## src/rtl/adjust_column_reader.sv

```systemverilog
// Read-side sequencer for the adjust-data dual-port memory (port B).
// Walks a swatch of adjust words starting at a latched base address and
// prefetches the next word whenever the column advances. The offset wraps
// to 0 after the last word of the swatch, and column advances that arrive
// while a fetch is still in flight are flagged as a sticky overrun.
module adjust_column_reader #(
  parameter int AW     = 12,
  parameter int DW     = 16,
  parameter int RD_LAT = 1
) (
  input  logic          clk,
  input  logic          rst_n,
  input  logic          start,
  input  logic          stop,
  input  logic [AW-1:0] base_addr,
  input  logic [AW:0]   word_count,
  input  logic          col_adv,
  input  logic          clear_err,
  output logic [AW-1:0] addrb,
  input  logic [DW-1:0] dob,
  output logic [DW-1:0] adj_data,
  output logic          adj_valid,
  output logic [AW-1:0] col_idx,
  output logic          busy,
  output logic          wrap,
  output logic          overrun
);

  // Wide enough to count up to RD_LAT without overflow.
  localparam int CW = $clog2(RD_LAT + 1) + 1;

  typedef enum logic [1:0] {IDLE, FETCH, READY} state_t;

  state_t        state_reg, state_next;
  logic [CW-1:0] fcnt_reg, fcnt_next;
  logic [AW-1:0] base_reg, base_next;
  logic [AW:0]   count_reg, count_next;

  logic [AW-1:0] addrb_next;
  logic [DW-1:0] adj_data_next;
  logic          adj_valid_next;
  logic [AW-1:0] col_idx_next;
  logic          wrap_next;
  logic          overrun_next;

  logic          last_word;
  logic [AW-1:0] next_off;
  logic          fetch_done;
  logic          overrun_event;

  // Offset arithmetic: wrap to 0 after the last word. The address adds
  // modulo 2^AW, so a swatch can straddle the top of memory.
  assign last_word     = ({1'b0, col_idx} == (count_reg - {{AW{1'b0}}, 1'b1}));
  assign next_off      = last_word ? '0 : (col_idx + 1'b1);
  // The read has settled RD_LAT+1 edges after addrb was updated.
  assign fetch_done    = (state_reg == FETCH) && (fcnt_reg == CW'(RD_LAT));
  // A restart or abort in the same cycle overrides an early column advance.
  assign overrun_event = (state_reg == FETCH) && col_adv && !start && !stop;
  assign busy          = (state_reg != IDLE);

  // State register and all registered outputs.
  always_ff @(posedge clk or negedge rst_n) begin
    if (!rst_n) begin
      state_reg <= IDLE;
      fcnt_reg  <= '0;
      base_reg  <= '0;
      count_reg <= '0;
      addrb     <= '0;
      adj_data  <= '0;
      adj_valid <= 1'b0;
      col_idx   <= '0;
      wrap      <= 1'b0;
      overrun   <= 1'b0;
    end else begin
      state_reg <= state_next;
      fcnt_reg  <= fcnt_next;
      base_reg  <= base_next;
      count_reg <= count_next;
      addrb     <= addrb_next;
      adj_data  <= adj_data_next;
      adj_valid <= adj_valid_next;
      col_idx   <= col_idx_next;
      wrap      <= wrap_next;
      overrun   <= overrun_next;
    end
  end

  // Next-state logic: stop beats start, start beats everything else.
  always_comb begin
    state_next = state_reg;
    if (stop) begin
      state_next = IDLE;
    end else if (start) begin
      state_next = FETCH;
    end else begin
      unique case (state_reg)
        FETCH:   if (fetch_done) state_next = READY;
        READY:   if (col_adv)    state_next = FETCH;
        default: state_next = state_reg;
      endcase
    end
  end

  // Next values for the datapath and outputs.
  always_comb begin
    fcnt_next      = fcnt_reg;
    base_next      = base_reg;
    count_next     = count_reg;
    addrb_next     = addrb;
    adj_data_next  = adj_data;
    adj_valid_next = adj_valid;
    col_idx_next   = col_idx;
    wrap_next      = 1'b0;

    if (stop) begin
      // Abort keeps the pointer and last data visible, only validity drops.
      adj_valid_next = 1'b0;
    end else if (start) begin
      // Restart discards any in-flight read; a zero length means a full 2^AW.
      base_next      = base_addr;
      count_next     = (word_count == '0) ? {1'b1, {AW{1'b0}}} : word_count;
      addrb_next     = base_addr;
      col_idx_next   = '0;
      adj_valid_next = 1'b0;
      fcnt_next      = '0;
    end else begin
      unique case (state_reg)
        FETCH: begin
          if (fetch_done) begin
            adj_data_next  = dob;
            adj_valid_next = 1'b1;
          end else begin
            fcnt_next = fcnt_reg + 1'b1;
          end
        end
        READY: begin
          if (col_adv) begin
            col_idx_next   = next_off;
            addrb_next     = base_reg + next_off;
            adj_valid_next = 1'b0;
            wrap_next      = last_word;
            fcnt_next      = '0;
          end
        end
        default: ;
      endcase
    end

    // Sticky error: a new event takes priority over a clear.
    if (overrun_event) begin
      overrun_next = 1'b1;
    end else if (clear_err) begin
      overrun_next = 1'b0;
    end else begin
      overrun_next = overrun;
    end
  end

endmodule
```

## config.mk

```make
export PLATFORM = sky130hd
export DESIGN_NAME = adjust_column_reader
export DESIGN_NICKNAME = d
export VERILOG_FILES = /design/src/rtl/adjust_column_reader.sv
export SDC_FILE = /design/constraint.sdc
export NUM_CORES = 1
export LEC_CHECK = 0
export ABC_AREA = 1
export CAP_MARGIN = 20
export CORE_MARGIN = 10
export CORE_UTILIZATION = 25
export DETAILED_ROUTE_END_ITERATION = 16
export PLACE_DENSITY = 0.43
export SETUP_SLACK_MARGIN = 0.1
export SYNTH_ARGS = -nofsm -noshare
export SYNTH_HDL_FRONTEND = slang
export SYNTH_SLANG_ARGS = --single-unit
```

## constraint.sdc

```tcl
create_clock -name clk -period 3.05 [get_ports clk]
set_clock_uncertainty 0.2 [all_clocks]
set_input_delay 0.61 -clock clk [delete_from_list [all_inputs] [get_ports clk]]
set_output_delay 0.61 -clock clk [all_outputs]
set_load 0.03 [all_outputs]
```

==> results of run 1 <==
## final timing paths
path | from | end
max in group asynchronous | rst_n | overrun$_DFFE_PN0P_
hold / removal | rst_n | adj_data[0]$_DFFE_PN0P_
min in group clk | addrb[11]$_DFFE_PN0P_ | addrb[11]$_DFFE_PN0P_
setup reg to reg | count_reg[0]$_DFFE_PN0P_ | addrb[10]$_DFFE_PN0P_
setup / recovery | count_reg[0]$_DFFE_PN0P_ | addrb[10]$_DFFE_PN0P_
hold reg to reg | addrb[11]$_DFFE_PN0P_ | addrb[11]$_DFFE_PN0P_
## synthesized netlist by cell type, drive strengths merged (3+ instances only)
library cell	n	share of area
nor4	3	0.0044
ha	17	0.050
nand3	31	0.036
xnor2	7	0.014
a21oi	25	0.029
buf	6	0.013
nand4	3	0.0044
or2	3	0.0044
nor3	9	0.014
nand2	170	0.15
clkbuf	7	0.0064
mux2	16	0.042
nor2	57	0.061
inv	60	0.052
dfrtp	71	0.41
o21a	3	0.0052
o211ai	3	0.0052
xor2	7	0.014
o21ai	40	0.047
a31oi	4	0.0058
## metal layers
layer  global-route usage  wire [um]  vias up
met5                    0          0        -
met4               0.0298        129        0
met3               0.0462        883       13
met2                0.211       6770       97
met1                0.150       6350     1974
li1                     -          -     2174
## per-stage QoR
step | power (mW) | std cells | hold slack (ps) | instance area [um^2]
after floorplan | 2.06 | 557 | 114 | 4380
after global placement | 2.72 | 944 | 271 | 6140
after detailed placement | 2.73 | 944 | 274 | 6140
after CTS | 3.91 | 964 | 40.6 | 6640
after global routing | 4.13 | 967 | 56.7 | 6860
final | 3.90 | 967 | 21.3 | 6860
## cell usage in the layout, fill, tap and decap left out, types with 5 or more instances in the layout
cell type | Yosys | routed
clkdlybuf4s50_1 | 0 | 89
inv_1 | 60 | 53
nor2_1 | 47 | 39
xor2_1 | 7 | 5
ha_1 | 17 | 7
nand3_1 | 31 | 20
o21ai_1 | 6 | 11
o21ai_0 | 34 | 26
nand2_2 | 1 | 12
xnor2_1 | 7 | 6
buf_4 | 2 | 92
clkbuf_16 | 0 | 9
a21oi_1 | 25 | 15
nor2_2 | 7 | 12
dfrtp_1 | 71 | 69
nand2_1 | 169 | 158
nand3_2 | 0 | 10
buf_6 | 2 | 6
mux2_2 | 16 | 16
ha_4 | 0 | 10
inv_2 | 0 | 5
nor2_4 | 2 | 5
a21oi_2 | 0 | 9
## what timing repair did
| item | CTS | global route |
|---|---|---|
| gates resized for setup | 38 | 42 |
| buffers inserted | 5 | 3 |
| pin swaps | 20 | 27 |
| endpoints found under the setup margin | 11 | 11 |
## final cells by class
cell class                 instances  area (um^2)  share of cell area
clock buffer                       9          225              0.0329
multi-input combinational        411         2610               0.381
timing repair buffer             187         1650               0.241
tap                              220          275              0.0402
clock inverter                     7         80.1              0.0117
inverter                          62          238              0.0347
sequential                        71         1780               0.260
## critical path: stages (launching register included)
cell,delay [ps]
dfrtp_1,390
inv_2,90
ha_4,170
inv_4,40
nor2_4,120
nand3_4,120
inv_2,80
nand3b_1,90
nand2_2,100
nor3b_4,180
nand2_2,110
nor2_8,190
buf_6,130
buf_6,90
nor2_2,40
ha_4,260
buf_6,130
a21oi_4,110
nand4_1,120
a21oi_1,150
o21ai_1,100
o211ai_1,100
nand2_1,80
## cells by family (layout without fill, tap and decap cells)
kind of cell    count (synthesis)  count (layout)  share of synthesized area
fa+ha+maj                      18              18                     0.0542
xor+xnor                       14              14                     0.0285
flops                          71              71                      0.414
buf+inv                        75             265                     0.0740
simple gates                  280             280                      0.282
mux                            16              16                     0.0419
compound gates                 83              83                      0.106
## power groups by stage
stage,logic (mW),registers [mW],clock network [mW]
after CTS,1.50,1.27,1.14
after floorplan,0.494,1.56,0
final,1.53,1.27,1.10
after global routing,1.66,1.31,1.17
after global placement,1.44,1.27,0
after detailed placement,1.45,1.28,0
==> impl_metrics.csv, run 1 <==
group,metric,value,unit
status,outcome,"finished, violations left",
status,violations,"setup timing",
drt,avgViaCountPerCell,4.40,
sta,maxSlewHeadroom,0.669,
clock_network,cts_tree,"done",
yosys,synthesis.nets,622,
drt,antenna_left,0,
setup_path,critPathCaptureType,"register",
setup_path,critPathRequiredTime,3090,ps
power,pwr-share-seq,0.326,
clock_network,numCtsBuffers,9,
placed_design,gp_congestion,0.905,
yosys,synth_seq_cells,71,
clock_network,cts.reportedPaths.clkPinSlew,70,ps
global_route,grt_max_degree,38,
sta,finalHoldViolations,0,
setup_path,cp_max_fo,7,
sta,setup-tns-final,-1580,ps
die,core,16700,um^2
clock_network,clk_path_buf_depth,2,
die,ios,91,
yosys,postSynth.asyncResetShare,1.00,
yosys,seq_area_frac_synth,0.414,
placed_design,dp_hpwl,11100,um
power,p_clk_frac,0.282,
global_route,gr-usage-all-layers,0.126,
sta,max_freq,0.304,GHz
sta,fin_ws,-241,ps
final_layout,largest_register_ffs,16,
die,row_count,47,
drt,drt-total-wl,14100,um
drt,drc,0,
global_route,grt_pass1_vias,4529,
power,swShare,0.360,
final_layout,drive_gt1_frac,0.296,
setup_path,start_kind,"register",
yosys,synth-edff-count,0,
sta,setup-violations-final,9,
die,initial_core_util,0.257,
setup_path,crit_arrival,3330,ps
power,p_leak,3.16,nW
sta,min_period_over_period,1.08,
final_layout,antenna_cells,0,
global_route,grt_pass1_wl,22800,um
power,p_per_area,568,nW/um^2
setup_path,ff2ff_setup_slack,-240,ps
die,die_y,151,um
yosys,synth_cell_types,41,
yosys,syn-instance-count,557,
clock_network,root_buffer,"clkbuf_16",
yosys,ys.flop_type,"dfrtp_1",
placed_design,pre_cts_slack,-437,ps
yosys,syn_area,4300,um^2
clock_network,clk_latency,350,ps
clock_network,htreeDepth,3,
power,p_switching,1.40,mW
die,dieArea,22800,um^2
clock_network,hold_buffers,0,
sta,fin_crit,3290,ps
global_route,antenna_found_initial,0,
sta,tightest_slew,497,ps
die,die_w,151,um
final_layout,area_growth,59.6,%
final_layout,fin_util,0.410,
sta,rsz0062_at_grt,"true",
placed_design,io_buffers,90,
setup_path,rr_worst_depth,22,
drt,wl_per_cell,14.6,um
global_route,grt.overflow.total,0,
run,cap_viol_max_count,0,
clock_network,numClockSinks,71,
drt,firstDrtPassIters,4,
min_path,hold_class,"primary input to asynchronous set/reset pin",
setup_path,crit_type,"register to register",
final_layout,fillers,1709,
power,peakVddDrop,375,uV
final_layout,nNetsFinal,807,
drt,drtIter0Drc,141,
yosys,yosys_warnings,0,
power,combPwrFrac,0.392,
power,p_int,2.49,mW
sta,drv_slew,0,
yosys,syn_avg_cell_area,7.71,um^2
drt,num_vias,4258,
Note: power is estimated with default switching activity, not from simulation.
==> run 2, diff against run 1 <==
Settings changed: CORE_MARGIN 10 to default.
==> run 2 against run 1 <==
The flow still finishes with violations (setup timing). Register-to-register slack worse by 50 ps. Count of clock-buffer cells in the layout did not move. Sequential share of layout area is 0.090 points lower. Core utilization is 0.14 points higher. Combinational power barely moved. Critical path depth stayed put. Largest cell class unchanged. Highest routed layer unchanged.
==> impl_metrics.csv, run 2 (synthesized netlist as in run 1, its figures left out) <==
group,metric,value,unit
status,outcome,"finished, violations left",
status,violations,"setup timing",
sta,max_freq,0.300,GHz
drt,num_vias,4313,
die,row_count,47,
final_layout,antenna_cells,0,
global_route,grt_max_degree,54,
global_route,grt_pass1_vias,4391,
final_layout,fin_area,6880,um^2
power,peakVddDrop,445,uV
setup_path,cp_slowest_stage_delay,390,ps
clock_network,numCtsBuffers,9,
setup_path,regToRegStartpoint,"count_reg[0]$_DFFE_PN0P_",
drt,avgViaCountPerCell,4.41,
placed_design,dp_hpwl,10200,um
global_route,grt.overflow.total,0,
clock_network,root_buffer,"clkbuf_16",
power,p_per_area,563,nW/um^2
die,die_w,133,um
drt,drc,0,
placed_design,io_buffers,90,
setup_path,startpoint,"count_reg[0]$_DFFE_PN0P_",
clock_network,cts.reportedPaths.clkPinSlew,70,ps
sta,setup-violations-final,10,
clock_network,htreeDepth,3,
setup_path,crit_arrival,3390,ps
power,p_leak,3.19,nW
clock_network,clk_latency,360,ps
sta,finalHoldViolations,0,
setup_path,critPathCaptureType,"register",
min_path,hold_class,"primary input to asynchronous set/reset pin",
final_layout,mostFrequentLayoutCell,"nand2_1",
setup_path,cp_cell_sequence,"inv_2 -> ha_4 -> inv_4 -> nor2_4 -> nand3_4 -> inv_2 -> nand3b_1 -> nand2_2 -> nor3b_4 -> nand2_2 -> nor2_8 -> buf_6 -> nor2_4 -> ha_4 -> nand2_1 -> nor2_2 -> a21oi_2 -> nor2_1 -> nor2_1 -> xor2_1 -> o21ai_1 -> nand2_1",
final_layout,final_cell_mix,"nand2_1, buf_4, clkdlybuf4s50_1",
setup_path,critPathRequiredTime,3100,ps
sta,maxSlewHeadroom,0.520,
final_layout,largest_register_ffs,16,
final_layout,drive_gt1_frac,0.301,
drt,firstDrtPassIters,4,
final_layout,area_growth,60.1,%
sta,rsz0062_at_grt,"true",
die,core,16700,um^2
sta,fin_crit,3340,ps
drt,antenna_left,0,
die,die_y,133,um
sta,fin_ws,-286,ps
drt,drtIter0Drc,153,
setup_path,slowest_stage,"dfrtp_1",
setup_path,crit_type,"register to register",
clock_network,numClockSinks,71,
run,cap_viol_max_count,0,
sta,tightest_slew,720,ps
placed_design,place_area,6200,um^2
clock_network,cts_tree,"done",
die,dieArea,17700,um^2
global_route,antenna_found_initial,0,
setup_path,path_buf_inv,4,
setup_path,critPathTopFamily,"simple AND/OR/NAND/NOR gates",
placed_design,gp_congestion,0.843,
sta,drv_slew,0,
drt,wl_per_cell,13.8,um
die,ios,91,
setup_path,cp_max_fo,8,
setup_path,start_kind,"register",
global_route,grt_pass1_wl,22100,um
clock_network,clk_path_buf_depth,2,
global_route,gr-usage-all-layers,0.159,
drt,drt-total-wl,13500,um
die,initial_core_util,0.257,
final_layout,nNetsFinal,818,
final_layout,fin_util,0.412,
sta,min_period_over_period,1.09,
## run 2: cell count changes in the layout (fill, tap and decap cells not counted), sizes merged
cell	change
clkinvlp	-1
clkinv	-1
buf	+11
bufinv	-1
inv	+3
## run 2: path summary, 6_finish.rpt
path / endpoint / slack (ps) / cells past startpoint
max: addrb[8]$_DFFE_PN0P_ / -290 / 22
min: adj_data[0]$_DFFE_PN0P_ / 110 / 1
max reg2reg: addrb[8]$_DFFE_PN0P_ / -290 / 22
min reg2reg: addrb[7]$_DFFE_PN0P_ / 280 / 2
max in group asynchronous: count_reg[8]$_DFFE_PN0P_ / 1900 / 2
min in group clk: addrb[7]$_DFFE_PN0P_ / 280 / 2
## run 2: final cells by class
class,instances,area (um^2)
Timing Repair Buffer,198,1720
Fill cell,1748,9820
Clock inverter,7,68.8
Inverter,62,235
Sequential cell,71,1780
Tap cell,220,275
Multi-Input combinational cell,411,2570
Clock buffer,9,225
## run 2: power breakdown
| part | switching (mW) | leakage, nW | internal (mW) |
|---|---|---|---|
| logic | 0.807 | 2.16 | 0.710 |
| clock network | 0.502 | 0.147 | 0.579 |
| registers | 0.128 | 0.887 | 1.14 |
| total | 1.44 | 3.19 | 2.43 |
## run 2: timing repair
item                                    4_1_cts  5_1_grt
resized for setup                            30       44
hold buffers                                  0        0
pin swaps                                    18       45
endpoints found under the hold margin         0        0
cloned                                        0        0
buffers inserted                              6        5
endpoints found under the setup margin       11       11
## run 2: stage by stage
| step | cells | total power [mW] | hold slack, ps | setup TNS (ps) | setup WS [ps] |
|---|---|---|---|---|---|
| 4_1_cts | 973 | 3.88 | 134 | -2040 | -259 |
| 3_5_place_dp | 952 | 2.72 | 272 | -2830 | -392 |
| 3_3_place_gp | 952 | 2.71 | 267 | -3060 | -394 |
| 2_1_floorplan | 557 | 2.06 | 114 | -40.7 | -23.2 |
| 5_1_grt | 978 | 4.10 | 164 | -4560 | -524 |
| 6_report | 978 | 3.87 | 108 | -2240 | -286 |
## run 2: routing by layer
layer	wire length (um)	vias to the layer above	share of wire	GRT usage
met4	218	0	0.016	0.0480
met2	6360	82	0.47	0.263
li1	-	2198	-	-
met5	0	-	0	0
met1	6440	2014	0.48	0.206
met3	519	19	0.038	0.0377
